File: config.mk
export PLATFORM = sky130hd
export DESIGN_NAME = multicycle_ctrl_flat
export DESIGN_NICKNAME = d
export VERILOG_FILES = /design/src/rtl/multicycle_ctrl_if.sv /design/src/rtl/multicycle_ctrl.sv /design/src/flat_wrapper.sv
export SDC_FILE = /design/constraint.sdc
export NUM_CORES = 1
export LEC_CHECK = 0
export CAP_MARGIN = 5
export CELL_PAD_IN_SITES_DETAIL_PLACEMENT = 0
export CELL_PAD_IN_SITES_GLOBAL_PLACEMENT = 1
export CORE_UTILIZATION = 53
export CTS_CLUSTER_SIZE = 25
export DETAILED_ROUTE_END_ITERATION = 8
export DONT_BUFFER_PORTS = 1
export MAX_ROUTING_LAYER = met4
export PLACE_DENSITY = 0.83
export SETUP_SLACK_MARGIN = 0.4
export SYNTH_ARGS = -nofsm -noshare
export SYNTH_HDL_FRONTEND = slang
export SYNTH_SLANG_ARGS = --single-unit
File: constraint.sdc
create_clock -name clk -period 7.79 [get_ports clk]
set_input_delay 0.3895 -clock clk [delete_from_list [all_inputs] [get_ports clk]]
set_output_delay 0.3895 -clock clk [all_outputs]
set_load 0.01 [all_outputs]
File: src/rtl/multicycle_ctrl_if.sv
// -----------------------------------------------------------------------------
// multicycle_ctrl_if
// Bundles every non-clock/reset signal of the multi-cycle control sequencer.
//
// Handshake rules (instruction and data memory): the controller raises a
// request (imem_req / dmem_req) and holds it high, unchanged, until it samples
// the matching ready (imem_ready / dmem_ready) high on a rising clock edge.
// Ready in the first request cycle is a zero-wait-state access. Ready seen
// while the matching request is low carries no meaning and is ignored.
//
// Modports:
//   master - the controller: consumes decode/flag/ready inputs, drives
//            datapath controls, requests and status.
//   slave  - the environment (decoder, datapath, memories).
// -----------------------------------------------------------------------------
interface multicycle_ctrl_if;
    // Inputs to the controller
    logic [31:0] inst_onehot;
    logic        zero;
    logic        imem_ready;
    logic        dmem_ready;
    // Datapath controls and memory requests
    logic        imem_req;
    logic        ir_we;
    logic        pc_we;
    logic [1:0]  pc_sel;
    logic [3:0]  alu_op;
    logic        alu_asel;
    logic        alu_bsel;
    logic        ext_sign;
    logic        rf_we;
    logic [1:0]  rf_wsel;
    logic [1:0]  wd_sel;
    logic        dmem_req;
    logic        dmem_we;
    // Status
    logic [2:0]  state;
    logic        illegal;
    logic        timeout;
    logic [31:0] retired;

    modport master (
        input  inst_onehot, zero, imem_ready, dmem_ready,
        output imem_req, ir_we, pc_we, pc_sel, alu_op, alu_asel, alu_bsel,
               ext_sign, rf_we, rf_wsel, wd_sel, dmem_req, dmem_we,
               state, illegal, timeout, retired
    );

    modport slave (
        output inst_onehot, zero, imem_ready, dmem_ready,
        input  imem_req, ir_we, pc_we, pc_sel, alu_op, alu_asel, alu_bsel,
               ext_sign, rf_we, rf_wsel, wd_sel, dmem_req, dmem_we,
               state, illegal, timeout, retired
    );
endinterface

File: src/rtl/multicycle_ctrl.sv
// -----------------------------------------------------------------------------
// multicycle_ctrl
// Multi-cycle control sequencer: steps each one-hot decoded instruction
// through FETCH / DECODE / EXEC / MEM / WB and drives the PC, IR, register
// file, ALU, extender and data-memory controls. Memory waits are bounded by
// WAIT_LIMIT; an illegal instruction or an expired wait parks the FSM in HALT.
//
// Parameters:
//   WAIT_LIMIT - wait cycles allowed on imem_ready/dmem_ready before timeout
//   CNT_W      - wait counter width, 2**CNT_W must exceed WAIT_LIMIT
// Ports:
//   clk - rising-edge clock
//   rst - asynchronous, active-high reset
//   bus - multicycle_ctrl_if.master (decode input, flags, controls, status)
// -----------------------------------------------------------------------------
module multicycle_ctrl #(
    parameter int WAIT_LIMIT = 255,
    parameter int CNT_W      = 8
) (
    input  logic               clk,
    input  logic               rst,
    multicycle_ctrl_if.master  bus
);

    localparam logic [2:0] S_FETCH  = 3'd0;
    localparam logic [2:0] S_DECODE = 3'd1;
    localparam logic [2:0] S_EXEC   = 3'd2;
    localparam logic [2:0] S_MEM    = 3'd3;
    localparam logic [2:0] S_WB     = 3'd4;
    localparam logic [2:0] S_HALT   = 3'd7;

    // Counter value at which one more idle wait cycle reaches WAIT_LIMIT.
    localparam logic [CNT_W-1:0] WAIT_LAST = CNT_W'(WAIT_LIMIT - 1);

    logic [2:0]       state_q,    state_d;
    logic [CNT_W-1:0] wait_cnt_q, wait_cnt_d;
    logic [30:0]      inst_q,     inst_d;
    logic             illegal_q,  illegal_d;
    logic             timeout_q,  timeout_d;
    logic [31:0]      retired_q,  retired_d;

    // Combinational outputs
    logic       imem_req, ir_we, pc_we, rf_we, dmem_req, dmem_we;
    logic [1:0] pc_sel, rf_wsel, wd_sel;
    logic [3:0] alu_op;
    logic       alu_asel, alu_bsel, ext_sign;

    // Decode of the latched instruction
    logic       is_jr, is_lw, is_sw, is_beq, is_bne, is_j, is_jal;
    logic       is_rtype, is_shamt, is_imm_b, is_zext;
    logic       inst_legal;
    logic [3:0] alu_op_dec;

    assign is_jr    = inst_q[16];
    assign is_lw    = inst_q[22];
    assign is_sw    = inst_q[23];
    assign is_beq   = inst_q[24];
    assign is_bne   = inst_q[25];
    assign is_j     = inst_q[29];
    assign is_jal   = inst_q[30];
    assign is_rtype = |inst_q[15:0];
    assign is_shamt = |inst_q[12:10];
    assign is_imm_b = (|inst_q[23:17]) | (|inst_q[28:26]);
    assign is_zext  = (|inst_q[21:19]) | inst_q[28];

    // Exactly one of bits 0..30 set. An X on the input makes this condition
    // unknown, which the if in DECODE treats as false, so X also halts.
    assign inst_legal = (bus.inst_onehot != 32'd0)
                     && ((bus.inst_onehot & (bus.inst_onehot - 32'd1)) == 32'd0)
                     && !bus.inst_onehot[31];

    // One-hot input, so the conditions are mutually exclusive; anything not
    // listed (addu, addiu, lw, sw, jumps) falls back to ADDU.
    always_comb begin
        alu_op_dec = 4'd0;
        if (inst_q[0]  | inst_q[17])              alu_op_dec = 4'd1;
        if (inst_q[2]  | inst_q[24] | inst_q[25]) alu_op_dec = 4'd2;
        if (inst_q[3])                            alu_op_dec = 4'd3;
        if (inst_q[4]  | inst_q[19])              alu_op_dec = 4'd4;
        if (inst_q[5]  | inst_q[20])              alu_op_dec = 4'd5;
        if (inst_q[6]  | inst_q[21])              alu_op_dec = 4'd6;
        if (inst_q[7])                            alu_op_dec = 4'd7;
        if (inst_q[8]  | inst_q[26])              alu_op_dec = 4'd8;
        if (inst_q[9]  | inst_q[27])              alu_op_dec = 4'd9;
        if (inst_q[10] | inst_q[13])              alu_op_dec = 4'd10;
        if (inst_q[11] | inst_q[14])              alu_op_dec = 4'd11;
        if (inst_q[12] | inst_q[15])              alu_op_dec = 4'd12;
        if (inst_q[28])                           alu_op_dec = 4'd13;
    end

    always_comb begin
        state_d    = state_q;
        wait_cnt_d = wait_cnt_q;
        inst_d     = inst_q;
        illegal_d  = illegal_q;
        timeout_d  = timeout_q;
        imem_req   = 1'b0;
        ir_we      = 1'b0;
        pc_we      = 1'b0;
        pc_sel     = 2'd0;
        rf_we      = 1'b0;
        rf_wsel    = 2'd0;
        wd_sel     = 2'd0;
        dmem_req   = 1'b0;
        dmem_we    = 1'b0;
        alu_op     = 4'd0;
        alu_asel   = 1'b0;
        alu_bsel   = 1'b0;
        ext_sign   = 1'b0;

        case (state_q)
            S_FETCH: begin
                imem_req = 1'b1;
                if (bus.imem_ready) begin
                    ir_we   = 1'b1;
                    state_d = S_DECODE;
                end else if (wait_cnt_q == WAIT_LAST) begin
                    timeout_d = 1'b1;
                    state_d   = S_HALT;
                end else begin
                    wait_cnt_d = wait_cnt_q + CNT_W'(1);
                end
            end
            S_DECODE: begin
                if (inst_legal) begin
                    inst_d  = bus.inst_onehot[30:0];
                    state_d = S_EXEC;
                end else begin
                    illegal_d = 1'b1;
                    state_d   = S_HALT;
                end
            end
            S_EXEC: begin
                if (is_beq | is_bne) begin
                    pc_we   = 1'b1;
                    pc_sel  = ((is_beq & bus.zero) | (is_bne & ~bus.zero)) ? 2'd1 : 2'd0;
                    state_d = S_FETCH;
                end else if (is_j) begin
                    pc_we   = 1'b1;
                    pc_sel  = 2'd2;
                    state_d = S_FETCH;
                end else if (is_jr) begin
                    pc_we   = 1'b1;
                    pc_sel  = 2'd3;
                    state_d = S_FETCH;
                end else if (is_jal) begin
                    // Link write and jump share the single EXEC cycle.
                    pc_we   = 1'b1;
                    pc_sel  = 2'd2;
                    rf_we   = 1'b1;
                    rf_wsel = 2'd2;
                    wd_sel  = 2'd2;
                    state_d = S_FETCH;
                end else if (is_lw | is_sw) begin
                    state_d = S_MEM;
                end else begin
                    state_d = S_WB;
                end
            end
            S_MEM: begin
                dmem_req = 1'b1;
                dmem_we  = is_sw;
                if (bus.dmem_ready) begin
                    if (is_sw) begin
                        pc_we   = 1'b1;
                        state_d = S_FETCH;
                    end else begin
                        state_d = S_WB;
                    end
                end else if (wait_cnt_q == WAIT_LAST) begin
                    timeout_d = 1'b1;
                    state_d   = S_HALT;
                end else begin
                    wait_cnt_d = wait_cnt_q + CNT_W'(1);
                end
            end
            S_WB: begin
                rf_we   = 1'b1;
                pc_we   = 1'b1;
                rf_wsel = is_rtype ? 2'd0 : 2'd1;
                wd_sel  = is_lw ? 2'd1 : 2'd0;
                state_d = S_FETCH;
            end
            default: begin
                // HALT (and the unused codes) absorb until reset.
                state_d = state_q;
            end
        endcase

        if (state_d != state_q) begin
            wait_cnt_d = '0;
        end

        // ALU and extender controls stay stable for the whole EXEC..WB span.
        if (state_q == S_EXEC || state_q == S_MEM || state_q == S_WB) begin
            alu_op   = alu_op_dec;
            alu_asel = is_shamt;
            alu_bsel = is_imm_b;
            ext_sign = ~is_zext;
        end

        // Reset silences every control immediately, before the flops clear.
        if (rst) begin
            imem_req = 1'b0;
            ir_we    = 1'b0;
            pc_we    = 1'b0;
            pc_sel   = 2'd0;
            rf_we    = 1'b0;
            rf_wsel  = 2'd0;
            wd_sel   = 2'd0;
            dmem_req = 1'b0;
            dmem_we  = 1'b0;
            alu_op   = 4'd0;
            alu_asel = 1'b0;
            alu_bsel = 1'b0;
            ext_sign = 1'b0;
        end

        retired_d = pc_we ? (retired_q + 32'd1) : retired_q;
    end

    always_ff @(posedge clk or posedge rst) begin
        if (rst) begin
            state_q    <= S_FETCH;
            wait_cnt_q <= '0;
            inst_q     <= '0;
            illegal_q  <= 1'b0;
            timeout_q  <= 1'b0;
            retired_q  <= 32'd0;
        end else begin
            state_q    <= state_d;
            wait_cnt_q <= wait_cnt_d;
            inst_q     <= inst_d;
            illegal_q  <= illegal_d;
            timeout_q  <= timeout_d;
            retired_q  <= retired_d;
        end
    end

    assign bus.imem_req = imem_req;
    assign bus.ir_we    = ir_we;
    assign bus.pc_we    = pc_we;
    assign bus.pc_sel   = pc_sel;
    assign bus.alu_op   = alu_op;
    assign bus.alu_asel = alu_asel;
    assign bus.alu_bsel = alu_bsel;
    assign bus.ext_sign = ext_sign;
    assign bus.rf_we    = rf_we;
    assign bus.rf_wsel  = rf_wsel;
    assign bus.wd_sel   = wd_sel;
    assign bus.dmem_req = dmem_req;
    assign bus.dmem_we  = dmem_we;
    assign bus.state    = state_q;
    assign bus.illegal  = illegal_q;
    assign bus.timeout  = timeout_q;
    assign bus.retired  = retired_q;

endmodule

File: src/flat_wrapper.sv
// flat-port wrapper written by rule: the top's interface ports become plain ports
module multicycle_ctrl_flat 
#(
    parameter int WAIT_LIMIT = 255,
    parameter int CNT_W      = 8
)
  (clk, rst, bus_inst_onehot, bus_zero, bus_imem_ready, bus_dmem_ready, bus_imem_req, bus_ir_we, bus_pc_we, bus_pc_sel, bus_alu_op, bus_alu_asel, bus_alu_bsel, bus_ext_sign, bus_rf_we, bus_rf_wsel, bus_wd_sel, bus_dmem_req, bus_dmem_we, bus_state, bus_illegal, bus_timeout, bus_retired);
  multicycle_ctrl_if bus_i ();
  input  logic clk;
  input  logic rst;
  input wire logic [$bits(bus_i.inst_onehot)-1:0] bus_inst_onehot;
  input wire logic [$bits(bus_i.zero)-1:0] bus_zero;
  input wire logic [$bits(bus_i.imem_ready)-1:0] bus_imem_ready;
  input wire logic [$bits(bus_i.dmem_ready)-1:0] bus_dmem_ready;
  output wire logic [$bits(bus_i.imem_req)-1:0] bus_imem_req;
  output wire logic [$bits(bus_i.ir_we)-1:0] bus_ir_we;
  output wire logic [$bits(bus_i.pc_we)-1:0] bus_pc_we;
  output wire logic [$bits(bus_i.pc_sel)-1:0] bus_pc_sel;
  output wire logic [$bits(bus_i.alu_op)-1:0] bus_alu_op;
  output wire logic [$bits(bus_i.alu_asel)-1:0] bus_alu_asel;
  output wire logic [$bits(bus_i.alu_bsel)-1:0] bus_alu_bsel;
  output wire logic [$bits(bus_i.ext_sign)-1:0] bus_ext_sign;
  output wire logic [$bits(bus_i.rf_we)-1:0] bus_rf_we;
  output wire logic [$bits(bus_i.rf_wsel)-1:0] bus_rf_wsel;
  output wire logic [$bits(bus_i.wd_sel)-1:0] bus_wd_sel;
  output wire logic [$bits(bus_i.dmem_req)-1:0] bus_dmem_req;
  output wire logic [$bits(bus_i.dmem_we)-1:0] bus_dmem_we;
  output wire logic [$bits(bus_i.state)-1:0] bus_state;
  output wire logic [$bits(bus_i.illegal)-1:0] bus_illegal;
  output wire logic [$bits(bus_i.timeout)-1:0] bus_timeout;
  output wire logic [$bits(bus_i.retired)-1:0] bus_retired;
  assign bus_i.inst_onehot = bus_inst_onehot;
  assign bus_i.zero = bus_zero;
  assign bus_i.imem_ready = bus_imem_ready;
  assign bus_i.dmem_ready = bus_dmem_ready;
  assign bus_imem_req = bus_i.imem_req;
  assign bus_ir_we = bus_i.ir_we;
  assign bus_pc_we = bus_i.pc_we;
  assign bus_pc_sel = bus_i.pc_sel;
  assign bus_alu_op = bus_i.alu_op;
  assign bus_alu_asel = bus_i.alu_asel;
  assign bus_alu_bsel = bus_i.alu_bsel;
  assign bus_ext_sign = bus_i.ext_sign;
  assign bus_rf_we = bus_i.rf_we;
  assign bus_rf_wsel = bus_i.rf_wsel;
  assign bus_wd_sel = bus_i.wd_sel;
  assign bus_dmem_req = bus_i.dmem_req;
  assign bus_dmem_we = bus_i.dmem_we;
  assign bus_state = bus_i.state;
  assign bus_illegal = bus_i.illegal;
  assign bus_timeout = bus_i.timeout;
  assign bus_retired = bus_i.retired;
  multicycle_ctrl #(.WAIT_LIMIT(WAIT_LIMIT), .CNT_W(CNT_W)) u_core (.clk(clk), .rst(rst), .bus(bus_i));
endmodule
# Yosys cells after proc, flatten, opt, wreduce, memory -nomap -nowiden
# Index checks and enable logic that the tools add are counted.
# Widths: inputs -> output; s select.
[totals] reg_bits=76 inputBits=37 output_inout_bits=56
[classes] addsub=3 n_eq_ne=10 n_mux=79 bitwise=22 reduce_logical=19
[op_table] operator="$mux 3" count=14
[op_table] operator="$mux 1" count=33
[op_table] operator="$add 32x1->32 const B" count=1
[op_table] operator="$and 32x32->32" count=1
[op_table] operator="$logic_not 32->1" count=1
[op_table] operator="$mux 4" count=8
[op_table] operator="$mux 8" count=4
[op_table] operator="$reduce_bool 32->1" count=1
[op_table] operator="$sub 32x1->32 const B" count=1
[op_table] operator="$mux 2" count=13
[op_table] operator="$or 1x1->1" count=16
[op_table] operator="$pmux 8 s2" count=1
[op_table] operator="$reduce_or 16->1" count=1
[op_table] operator="$pmux 3 s5" count=1
[op_table] operator="$reduce_or 3->1" count=3
[op_table] operator="$add 8x1->8 const B" count=1
[op_table] operator="$eq 8x8->1 const B" count=1
[op_table] operator="$pmux 2 s2" count=2
[op_table] operator="$reduce_or 7->1" count=1
[op_table] operator="$eq 3x2->1 const B" count=2
[op_table] operator="$ne 3x2->1 const B" count=2
[op_table] operator="$reduce_and 3->1" count=2
[op_table] operator="$ne 2x2->1 const B" count=2
[op_table] operator="$pmux 1 s2" count=2
[op_table] operator="other kinds (13)" count=19

# Longest topological paths before layout
# Gate-level depths: netlist of run 1.
[logic_depth] depth_word=16 ltp_mapped=10

# Worst setup path after synthesis of run 1
# Ideal clock, no wire load.
[synth_timing] path_type="input to register" startpoint="in rst" endpoint="reg u_core.retired_q[23] (netlist: u_core.bus.retired[23])" arrival_time_ns=3.517 required_time_ns=7.665 setup_slack_ns=4.148 cell_stages=7 n_path_buf=1 path_cell_list="inv_1 -> o211ai_1 -> or3_1 -> clkbuf_1 -> nor2_1 -> nand4_1 -> xnor2_1"
[synth_via] elab_chain_cells=1
[synth_rtl] item="start, declared" line_no="flat_wrapper.sv:10" source="input logic rst;"
[synth_rtl] item="$mux 1" line_no="multicycle_ctrl.sv:203" source="if (rst) begin"
[synth_rtl] item="end signal, assigned" line_no="multicycle_ctrl.sv:236" source="retired_q <= retired_d;"
[synth_rtl] item="end, declared" line_no="multicycle_ctrl.sv:40" source="logic [31:0] retired_q, retired_d;"
# No other way between the ends.
# A chain may end at the register's enable or synchronous reset.

# Worst setup path in the final report of run 1
[layout_timing] startpoint="reg u_core.state_q[0] (netlist: u_core.bus.state[0])" endpoint="reg u_core.wait_cnt_q[4]"
[layout_via] elab_chain_cells=6 word_cells_on_any_way=16
[layout_rtl] item="start, declared" line_no="multicycle_ctrl.sv:35" source="logic [2:0] state_q, state_d;"
[layout_rtl] item="start signal, assigned" line_no="multicycle_ctrl.sv:231" source="state_q <= state_d;"
[layout_rtl] item="$mux 3" line_no="multicycle_ctrl.sv:117, multicycle_ctrl.sv:170"
[layout_rtl] item="$mux 3 (on tied branches)" line_no="multicycle_ctrl.sv:163, multicycle_ctrl.sv:114"
[layout_rtl] item="$pmux 3 s5" line_no="multicycle_ctrl.sv:111" source="case (state_q)"
[layout_rtl] item="$ne 3x3->1" line_no="multicycle_ctrl.sv:190" source="if (state_d != state_q) begin"
[layout_rtl] item="$ne 3x2->1 (no line) or $reduce_bool 3->1 (tied branches)"
[layout_rtl] item="$reduce_and 3->1 (no line)"
[layout_rtl] item="end signal, assigned" line_no="multicycle_ctrl.sv:232" source="wait_cnt_q <= wait_cnt_d;"
[layout_rtl] item="end, declared" line_no="multicycle_ctrl.sv:36" source="logic [CNT_W-1:0] wait_cnt_q, wait_cnt_d;"
# Parallel ways exist; a longest one is shown, timed or not.

==> results of run 1 <==
==> power by group <==
part / switching, mW / internal, mW
clock: 0.156 / 0.182
combinational: 0.0124 / 0.00661
sequential: 0.000463 / 0.394
total: 0.169 / 0.583
==> cells in the mapped netlist (3+ instances only) <==
cell	number	share of area
nor2_1	47	0.042
inv_1	7	0.0062
xor2_1	9	0.019
a211oi_1	5	0.0088
a211o_1	6	0.012
or3_1	6	0.0088
a31oi_1	4	0.0059
clkbuf_1	6	0.0053
and2_1	3	0.0044
nor2b_1	3	0.0044
ha_1	3	0.0088
nand2b_1	6	0.0088
mux2_4	30	0.11
nor3_1	18	0.021
nor4_1	7	0.010
dfrtp_1	76	0.45
o21a_1	5	0.0088
and3_1	7	0.010
o21ai_0	7	0.0083
nand3_1	17	0.020
buf_6	3	0.0080
nand4_1	10	0.015
or4_1	4	0.0071
nand2_1	28	0.025
xnor2_1	24	0.050
a21oi_1	6	0.0071
o21ai_1	8	0.0094
==> through the flow <==
step | util | setup slack, ns
detailed placement | 0.560 | 4.49
global route | 0.588 | 4.51
global placement | 0.560 | 4.53
finish | 0.588 | 4.79
CTS | 0.588 | 4.76
floorplan | - | 4.15
==> layout by cell type, fill, tap and decap left out, drive strengths merged, types with 3 or more instances in the layout <==
cell type	count
a211o	6
a211oi	5
a21oi	6
a31oi	4
and2	4
and3	7
clkbuf	9
clkinv	4
dfrtp	76
ha	3
inv	7
mux2	32
nand2	28
nand2b	6
nand3	17
nand4	10
nor2	47
nor2b	3
nor3	18
nor4	10
o21a	5
o21ai	15
or2	3
or3	6
or4	5
xnor2	24
xor2	9
==> layer usage <==
metal,GRT usage,vias up,wire (um)
met3,0.0628,10,727
li1,-,1499,-
met4,0.0913,0,113
met1,0.337,1552,4330
met5,-,-,0
met2,0.359,109,4290
==> path summary, 6_finish.rpt <==
kind | startpoint | to | slack (ns) | cells after the start
worst min register to register | u_core.inst_q[18] | u_core.inst_q[18] | 0.52 | 1
worst min-delay path | rst | u_core.bus.retired[2] | 0.03 | 1
worst max-delay path | u_core.bus.state[0] | u_core.wait_cnt_q[4] | 4.79 | 7
min in group clk | bus_inst_onehot[9] | u_core.inst_q[9] | 0.18 | 1
max in group asynchronous | rst | u_core.inst_q[21] | 6.84 | 2
worst max register to register | u_core.bus.state[0] | u_core.wait_cnt_q[4] | 4.79 | 7
==> cell type report <==
cell class | count | share of cell area
clock buffers | 9 | 0.0272
clock inverters | 7 | 0.0217
inverters | 7 | 0.00605
multi-input cells | 312 | 0.495
flip-flops and latches | 76 | 0.418
well taps | 102 | 0.0281
repair buffers | 2 | 0.00330
==> registers in the layout, summed over array words and instances, names as in the netlist <==
| register | count |
|---|---|
| u_core.bus.retired | 32 |
| u_core.inst_q | 31 |
| u_core.bus.illegal | 1 |
| u_core.bus.state | 3 |
| u_core.bus.timeout | 1 |
| u_core.wait_cnt_q | 8 |
==> kinds of logic (layout without fill, tap and decap cells) <==
| family | after synthesis | in the layout | share of synthesized area |
|---|---|---|---|
| compound gates | 68 | 68 | 0.117 |
| fa+ha+maj | 5 | 5 | 0.0136 |
| xor+xnor | 33 | 33 | 0.0681 |
| buf+inv | 17 | 25 | 0.0212 |
| mux | 34 | 34 | 0.116 |
| flops | 76 | 76 | 0.448 |
| simple gates | 172 | 172 | 0.216 |
==> metrics.yaml, run 1 <==
cts_root_buffer: "clkbuf_8"
antenna_found_initial: 0
rsz0062_at_grt: "no"
max_cap_viol_count: 0
layout_min_cycle_time_ns: 3.00
seqCellArea_um2: 1900
pin_count: 93
critical_path_class: "reg2reg"
drt_iter0_markers: 188
cts-htree-levels: 3
cts_sinks: 76
ys_warn_count: 0
ir_worst_vdd_mv: 0.113
post-route-period-util: 0.385
synth-main-ff-cell: "dfrtp_1"
leakagePower_nw: 2.08
place_congestion: 0.800
final_cells: 515
skew_ns: 0.00954
place_area_um2: 4320
synthesis.area_um2: 4240
tns_ns: 0
seq_area_frac_synth: 0.448
cts_post_setup_buffers_inserted: 0
cts_buffer_depth: 2
whs_ns: 0.0302
syn_nets: 445
hold_path_class: "in2async"
finalHoldViolations: 0
vias: 3170
hpwl_mm: 7.05
viasPerCell: 6.16
grt_first_pass_wirelength_mm: 15.9
nFillCells: 662
area_delta_synth_final_pct: 7.13
core_area_um2: 7730
die-area_um2: 8370
cp_slowest_cell: "o21ai_1"
wl_per_cell_um: 18.4
synth_edf_count: 0
total_power_mw: 0.752
grt_pass1_vias: 3155
start_util: 0.549
post_cts_resized: 0
synth-seq-cells: 76
slew_headroom: 0.282
fp-row-count: 32
clk_pin_slew_ns: 0.09
cp.buffers_inverters: 0
cts_tree: "done"
end_kind: "flop"
syn_inst: 405
cp_top_family: "compound AO/OA/AOI/OAI gates"
drc: 0
routed_wl_mm: 9.46
startpoint_type: "flop"
status: "complete, no violations"
synthArstFlopShare: 1.00
path_cells: "nor3_1, nand4b_1, o211a_1, o221a_2, o21ai_1, nor2_1, a211o_1"
max_freq_mhz: 334
slew_violations: 0
multiInputGateArea_um2: 2250
io_buffers: 0
synth.avg_cell_area_um2: 10.5
final_nets: 448
die_h_um: 91.5
insertion_delay_ns: 0.35
numCtsBuffers: 9
critPathRequiredTime_ns: 8.03
yosysUniqueCellTypes: 64
grt_use_total: 0.248
finish.instance_area_um2: 4550
cellPowerDensity_nw_per_um2: 165
fp.dieW_um: 91.5
drtAntennaViolNets: 0
dp.cells: 499
arrival_ns: 3.24
antennaDiodeCount: 0
setup_viol: 0
grt_max_degree: 46
critPathMaxStageDelay_ns: 0.73
tightest_slew_ns: 1.05
postCtsHoldBufs: 0
overflow: 0
path_max_fanout: 19
drt-pass1-iter-count: 5
drive_above_1_share: 0.143
(Power assumes the default switching activity.)
==> run 2: changes to the inputs <==
--- a/config.mk
+++ b/config.mk
@@ -8,12 +8,12 @@
 export CAP_MARGIN = 5
 export CELL_PAD_IN_SITES_DETAIL_PLACEMENT = 0
 export CELL_PAD_IN_SITES_GLOBAL_PLACEMENT = 1
-export CORE_UTILIZATION = 53
+export CORE_UTILIZATION = 49
 export CTS_CLUSTER_SIZE = 25
 export DETAILED_ROUTE_END_ITERATION = 8
 export DONT_BUFFER_PORTS = 1
 export MAX_ROUTING_LAYER = met4
-export PLACE_DENSITY = 0.83
+export PLACE_DENSITY = 0.77
 export SETUP_SLACK_MARGIN = 0.4
 export SYNTH_ARGS = -nofsm -noshare
 export SYNTH_HDL_FRONTEND = slang
==> constraint.sdc (replaced) <==
create_clock -name clk -period 3.1 [get_ports clk]
set_input_delay 0.155 -clock clk [delete_from_list [all_inputs] [get_ports clk]]
set_output_delay 0.155 -clock clk [all_outputs]
set_load 0.01 [all_outputs]
==> metrics.yaml, run 2 (synthesis results as in run 1) <==
drt-pass1-iter-count: 5  # unchanged
cts-htree-levels: 3  # unchanged
numCtsBuffers: 9  # unchanged
grtUsageMet1: 0.326  # -0.0108
status: "complete, no violations"
die_h_um: 95.1  # +3.9%
antennaDiodeCount: 0  # unchanged
end_kind: "primary output"
routed_wl_mm: 9.92  # +4.9%
hpwl_mm: 7.25  # +2.9%
p_seq_frac: 0.564  # +0.039
drtAntennaViolNets: 0  # unchanged
cellPowerDensity_nw_per_um2: 357  # +120%
core_area_um2: 8300  # +7.4%
critical_path_class: "reg2out"
max_cap_viol_count: 0  # unchanged
vias: 3268  # +3.1%
drc: 0  # unchanged
grt_first_pass_wirelength_mm: 15.9  # +0.44%
slew_headroom: 0.528  # +0.246
switching_power_mw: 0.410  # +140%
post-route-period-util: 0.794
viasPerCell: 5.84  # -5.2%
total_power_mw: 1.76  # +130%
tns_ns: 0  # unchanged
combPwrFrac: 0.048  # +0.023
antenna_found_initial: 0  # unchanged
hold_path_class: "in2reg"
die-area_um2: 9040  # +8.0%
leakagePower_nw: 2.24  # +7.8%
skew_ns: 0.0147  # +0.00519 ns
clkPwrFrac: 0.388  # -0.062
rsz0062_at_grt: "no"
insertion_delay_ns: 0.36  # about the same
setup_viol: 0  # unchanged
cts_tree: "done"
tightest_slew_ns: 0.702  # -0.348 ns
cts_post_setup_buffers_inserted: 0  # unchanged
overflow: 0  # unchanged
start_util: 0.511  # -0.0378
grt_pass1_vias: 3125  # -0.95%
cell_internal_pwr_mw: 1.35  # +130%
drive_above_1_share: 0.154  # +0.0110
arrival_ns: 2.31  # -0.93 ns
layout_common_cells: "dfrtp_1 (76), nor2_1 (46), dlygate4sd3_1 (32), mux2_4 (30), nand2_1 (28)"
place_congestion: 0.794  # -0.74%
wl_per_cell_um: 17.7  # -3.6%
clk_pin_slew_ns: 0.08  # about the same
io_buffers: 0  # unchanged
layout_min_cycle_time_ns: 2.46
grt_use_total: 0.240  # -0.00890
finalHoldViolations: 0  # unchanged
final_nets: 490  # +9.4%
grtUsageMet2: 0.339  # -0.0203
path_max_fanout: 6  # -13
cts_root_buffer: "clkbuf_8"
drt_iter0_markers: 141  # -25%
met3_usage: 0.0718  # +0.00896
nFillCells: 711  # +7.4%
max_freq_mhz: 406
pin_count: 93  # unchanged
top_usage_layer: "met2"
cts_buffer_depth: 2  # unchanged
fp-row-count: 33  # +3.1%
final_cells: 560  # +8.7%
cts_sinks: 76  # unchanged
setup_ws_ns: 0.639  # -4.15 ns
layout_commonest_cell: "dfrtp_1"
largest_reg_flops: 32  # unchanged
ir_worst_vdd_mv: 0.169  # +49%
startpoint_type: "flop"
area_delta_synth_final_pct: 16.1
p_sw_frac: 0.233  # +0.00858
whs_ns: 0.124  # +0.0939 ns
dp_slack_ns: 0.292  # -4.19 ns
critPathRequiredTime_ns: 2.94  # -5.09 ns
fp.dieW_um: 95.1  # +3.9%
dp.cells: 512  # +2.6%
grt_max_degree: 56  # +22%
slew_violations: 0  # unchanged
-- run 2: changes by cell type in the layout (fill, tap and decap cells not counted), sizes merged --
cell         delta
dlygate4sd3    +32
buf            +10
bufinv          -2
clkbuf          +2
clkinvlp        +2
clkinv          -1
inv             -1
-- run 2: layer usage --
metal | vias to the layer above | routed length (um)
li1 | 1588 | -
met1 | 1576 | 4520
met2 | 90 | 4570
met3 | 14 | 680
met4 | 0 | 148
met5 | - | 0
-- run 2: timing repair --
item                                    4_1_cts  5_1_grt
hold buffers                                 32        0
endpoints found under the setup margin        0        9
gates resized for setup                       0        2
endpoints found under the hold margin       107        0
-- run 2: final timing paths --
path | slack, ns | to | cells after the start | start
setup reg to reg | 0.65 | u_core.bus.retired[23] | 7 | u_core.bus.retired[2]
min in group asynchronous | 0.36 | u_core.bus.retired[2] | 3 | rst
max in group asynchronous | 2.14 | u_core.inst_q[17] | 3 | rst
hold reg to reg | 0.53 | u_core.inst_q[18] | 1 | u_core.inst_q[18]
setup / recovery | 0.64 | bus_alu_op[0] | 6 | u_core.inst_q[24]
hold / removal | 0.12 | u_core.bus.retired[0] | 2 | rst
-- run 2: stage by stage --
| stage | utilization | instance area, um2 |
|---|---|---|
| finish | 0.594 | 4930 |
| global route | 0.594 | 4930 |
| CTS | 0.592 | 4920 |
| detailed placement | 0.532 | 4420 |
| global placement | 0.532 | 4420 |
| floorplan | - | 4250 |
-- run 2: power groups by stage --
stage	Combinational [mW]	Clock [mW]	Sequential, mW
floorplan	0.0391	0	1.01
global placement	0.0505	0	1.01
detailed placement	0.0510	0	1.01
CTS	0.0864	0.705	0.992
global route	0.0943	0.744	0.992
finish	0.0844	0.683	0.992
-- run 2: final cells by class --
class | count | area (um2) | share of cell area
inverters | 7 | 30.0 | 0.00610
flip-flops and latches | 76 | 1900 | 0.386
multi-input cells | 312 | 2260 | 0.459
clock buffers | 11 | 141 | 0.0287
clock inverters | 5 | 37.5 | 0.00762
well taps | 105 | 131 | 0.0267
repair buffers | 44 | 423 | 0.0859
-- run 2: critical path: stages (launching register included) --
cell      delay, ns
dfrtp_1        0.45
nor4_1         0.31
o21ai_0        0.11
a211oi_1       0.27
o21ai_0        0.13
a211o_1        0.26
a211oi_1       0.43
==> run 3: changes to the inputs <==
--- a/config.mk
+++ b/config.mk
@@ -5,10 +5,11 @@
 export SDC_FILE = /design/constraint.sdc
 export NUM_CORES = 1
 export LEC_CHECK = 0
+export ABC_AREA = 1
 export CAP_MARGIN = 5
 export CELL_PAD_IN_SITES_DETAIL_PLACEMENT = 0
 export CELL_PAD_IN_SITES_GLOBAL_PLACEMENT = 1
-export CORE_UTILIZATION = 49
+export CORE_UTILIZATION = 45
 export CTS_CLUSTER_SIZE = 25
 export DETAILED_ROUTE_END_ITERATION = 8
 export DONT_BUFFER_PORTS = 1
==> constraint.sdc (replaced) <==
create_clock -name clk -period 2.6 [get_ports clk]
set_input_delay 0.13 -clock clk [delete_from_list [all_inputs] [get_ports clk]]
set_output_delay 0.13 -clock clk [all_outputs]
set_load 0.01 [all_outputs]
==> metrics.yaml, run 3 <==
synth_top_area_frac: 0.413  # -0.0346
end_kind: "flop"
synth_edf_count: 0  # unchanged
viasPerCell: 5.13  # -12%
pin_count: 93  # unchanged
min_from: "bus_dmem_ready"
status: "complete, no violations"
cellPowerDensity_nw_per_um2: 401  # +12%
fp.dieW_um: 103  # +8.5%
cts_tree: "done"
layout_min_cycle_time_ns: 2.08
place_area_um2: 4750  # +7.4%
utilization: 0.551  # -0.0427
cp_slowest_cell: "dfrtp_2"
drtAntennaViolNets: 0  # unchanged
die-area_um2: 10600  # +18%
cp.buffers_inverters: 3  # +3
hpwl_mm: 9.43  # +30%
drc: 0  # unchanged
io_buffers: 0  # unchanged
yosys.area.top_type: "dfrtp_1"
die_h_um: 103  # +8.5%
grt_first_pass_wirelength_mm: 19.3  # +21%
reg2reg_slack_ns: 0.52  # -0.13 ns
area_delta_synth_final_pct: 17.6
reg2reg_depth: 10  # +3
antenna_found_initial: 0  # unchanged
clk_pin_slew_ns: 0.09  # about the same
yosysUniqueCellTypes: 40  # -38%
ir_worst_vdd_mv: 0.196  # +16%
cts_buffer_depth: 2  # unchanged
synth.avg_cell_area_um2: 7.07  # -33%
antennaDiodeCount: 0  # unchanged
core_area_um2: 9820  # +18%
final_nets: 738  # +51%
drt-pass1-iter-count: 4  # -1
drt_iter0_markers: 152  # +7.8%
max_freq_mhz: 480
synth-seq-cells: 76  # unchanged
synth.most_common_cell: "nand2_1"
post-route-period-util: 0.801
slew_headroom: 0.478  # -0.0501
max_cap_viol_count: 0  # unchanged
tns_ns: 0  # unchanged
slew_violations: 0  # unchanged
synthesis.area_um2: 4600  # +8.4%
leakagePower_nw: 2.61  # +17%
critPathRequiredTime_ns: 2.89  # -0.05 ns
syn_nets: 691  # +55%
vias: 4286  # +31%
path_cells: "nand2_2, nor2_2, inv_1, o21ai_2, nand2_4, buf_4, clkinv_2, nand3_1, nor2_1, xor2_1"
layout_common_cells: "nand2_1 (175), nor2_1 (119), dfrtp_1 (71), inv_1 (62), nand3_1 (46)"
grt_pass1_vias: 4103  # +31%
arrival_ns: 2.37  # +0.06 ns
setup_viol: 0  # unchanged
dp_slack_ns: 0.254  # -0.0374 ns
path_max_fanout: 11  # +5
largest_reg_flops: 32  # unchanged
synth_common_cells: "nand2_1 (180), nor2_1 (130), dfrtp_1 (76), inv_1 (65), nand3_1 (48)"
rsz0062_at_grt: "yes"
synth-main-ff-cell: "dfrtp_1"
ys_warn_count: 0  # unchanged
grt_use_total: 0.249  # +0.00913
grt_max_degree: 64  # +14%
fp-row-count: 36  # +9.1%
place_congestion: 0.906  # +14%
skew_ns: 0.0152  # +0.000421 ns
layout_commonest_cell: "nand2_1"
cts_sinks: 76  # unchanged
cts-htree-levels: 3  # unchanged
numCtsBuffers: 9  # unchanged
syn_inst: 651  # +61%
critical_path_class: "reg2reg"
drive_above_1_share: 0.114  # -0.0400
hold_end: "u_core.bus.state[0]"
critPathMaxStageDelay_ns: 0.45  # about the same
setup_ws_ns: 0.518  # -0.122 ns
startpoint_type: "flop"
synthTopCellsByArea: "dfrtp_1 (41%), nand2_1 (15%), nor2_1 (11%), inv_1 (5.3%), nand3_1 (5.2%)"
tightest_slew_ns: 0.784  # +0.0816 ns
worstReg2RegStart: "u_core.bus.state[1]"
routed_wl_mm: 12.5  # +26%
synthArstFlopShare: 1.00  # unchanged
hold_depth: 3  # +1
cp_top_family: "simple AND/OR/NAND/NOR gates"
finalHoldViolations: 0  # unchanged
hold_path_class: "in2reg"
seq_area_frac_synth: 0.413  # -0.0346
start_util: 0.468  # -0.0430
finish.instance_area_um2: 5410  # +9.8%
wl_per_cell_um: 14.9  # -16%
cts_root_buffer: "clkbuf_8"
worst_r2r_endpoint: "u_core.bus.retired[28]"
overflow: 0  # unchanged
insertion_delay_ns: 0.37  # about the same
==> run 3: what timing repair did <==
| item | 4_1_cts | 5_1_grt |
|---|---|---|
| pin swaps | 0 | 16 |
| resized for setup | 3 | 29 |
| endpoints found under the hold margin | 107 | 0 |
| setup buffers | 0 | 10 |
| hold buffers | 32 | 0 |
| cloned | 0 | 0 |
| endpoints found under the setup margin | 4 | 50 |
==> run 3: final cells by class <==
class | instances | area, um2
clock buffers | 10 | 138
inverters | 68 | 263
clock inverters | 6 | 37.5
repair buffers | 46 | 425
flip-flops and latches | 76 | 1910
multi-input cells | 497 | 2470
fillers | 1024 | 4410
well taps | 133 | 166
==> run 3: worst max path at each step <==
stage	start	end	cells after the start
after CTS	u_core.bus.state[0]	u_core.bus.retired[30]	11
final	u_core.bus.state[1]	u_core.bus.retired[28]	10
after global placement	u_core.bus.state[1]	u_core.bus.retired[30]	10
after global routing	u_core.bus.state[1]	u_core.bus.retired[28]	11
after floorplan	rst	u_core.bus.retired[19]	7
after detailed placement	u_core.bus.state[1]	u_core.bus.retired[30]	10
==> run 3: kinds of logic after synthesis <==
group / synth area share
and+or+nand+nor: 0.377
xor gates and xnor gates: 0.0724
adders and majority gates: 0.00816
buffers and inverters: 0.0694
AOI/OAI and AO/OA: 0.0599
DFF: 0.413
==> run 3: where the power goes <==
group	leakage (nW)	internal (mW)	switching, mW
registers	0.971	1.19	0.0160
clock network	0.0962	0.370	0.455
logic	1.54	0.0615	0.0795
==> run 3: through the flow <==
stage	instances	hold slack [ns]	total power [mW]
3_5_place_dp	778	0.104	1.33
4_1_cts	826	0.0126	2.19
3_3_place_gp	778	0.0951	1.33
5_1_grt	836	0.0432	2.26
6_report	836	0.0225	2.17
2_1_floorplan	651	0.275	1.30
==> run 3: per-layer routing <==
metal	part of all wire	wire length (um)	vias up	global-route usage
li1	-	-	2167	-
met4	0.014	174	0	0.0823
met2	0.50	6210	110	0.426
met3	0.055	682	19	0.0597
met1	0.43	5400	1990	0.285
met5	0	0	-	-
==> run 3: worst register-to-register path, cell delays in order (launching register included) <==
cell,delay [ns]
dfrtp_2,0.45
nand2_2,0.11
nor2_2,0.15
inv_1,0.10
o21ai_2,0.19
nand2_4,0.14
buf_4,0.18
clkinv_2,0.13
nand3_1,0.16
nor2_1,0.20
xor2_1,0.19
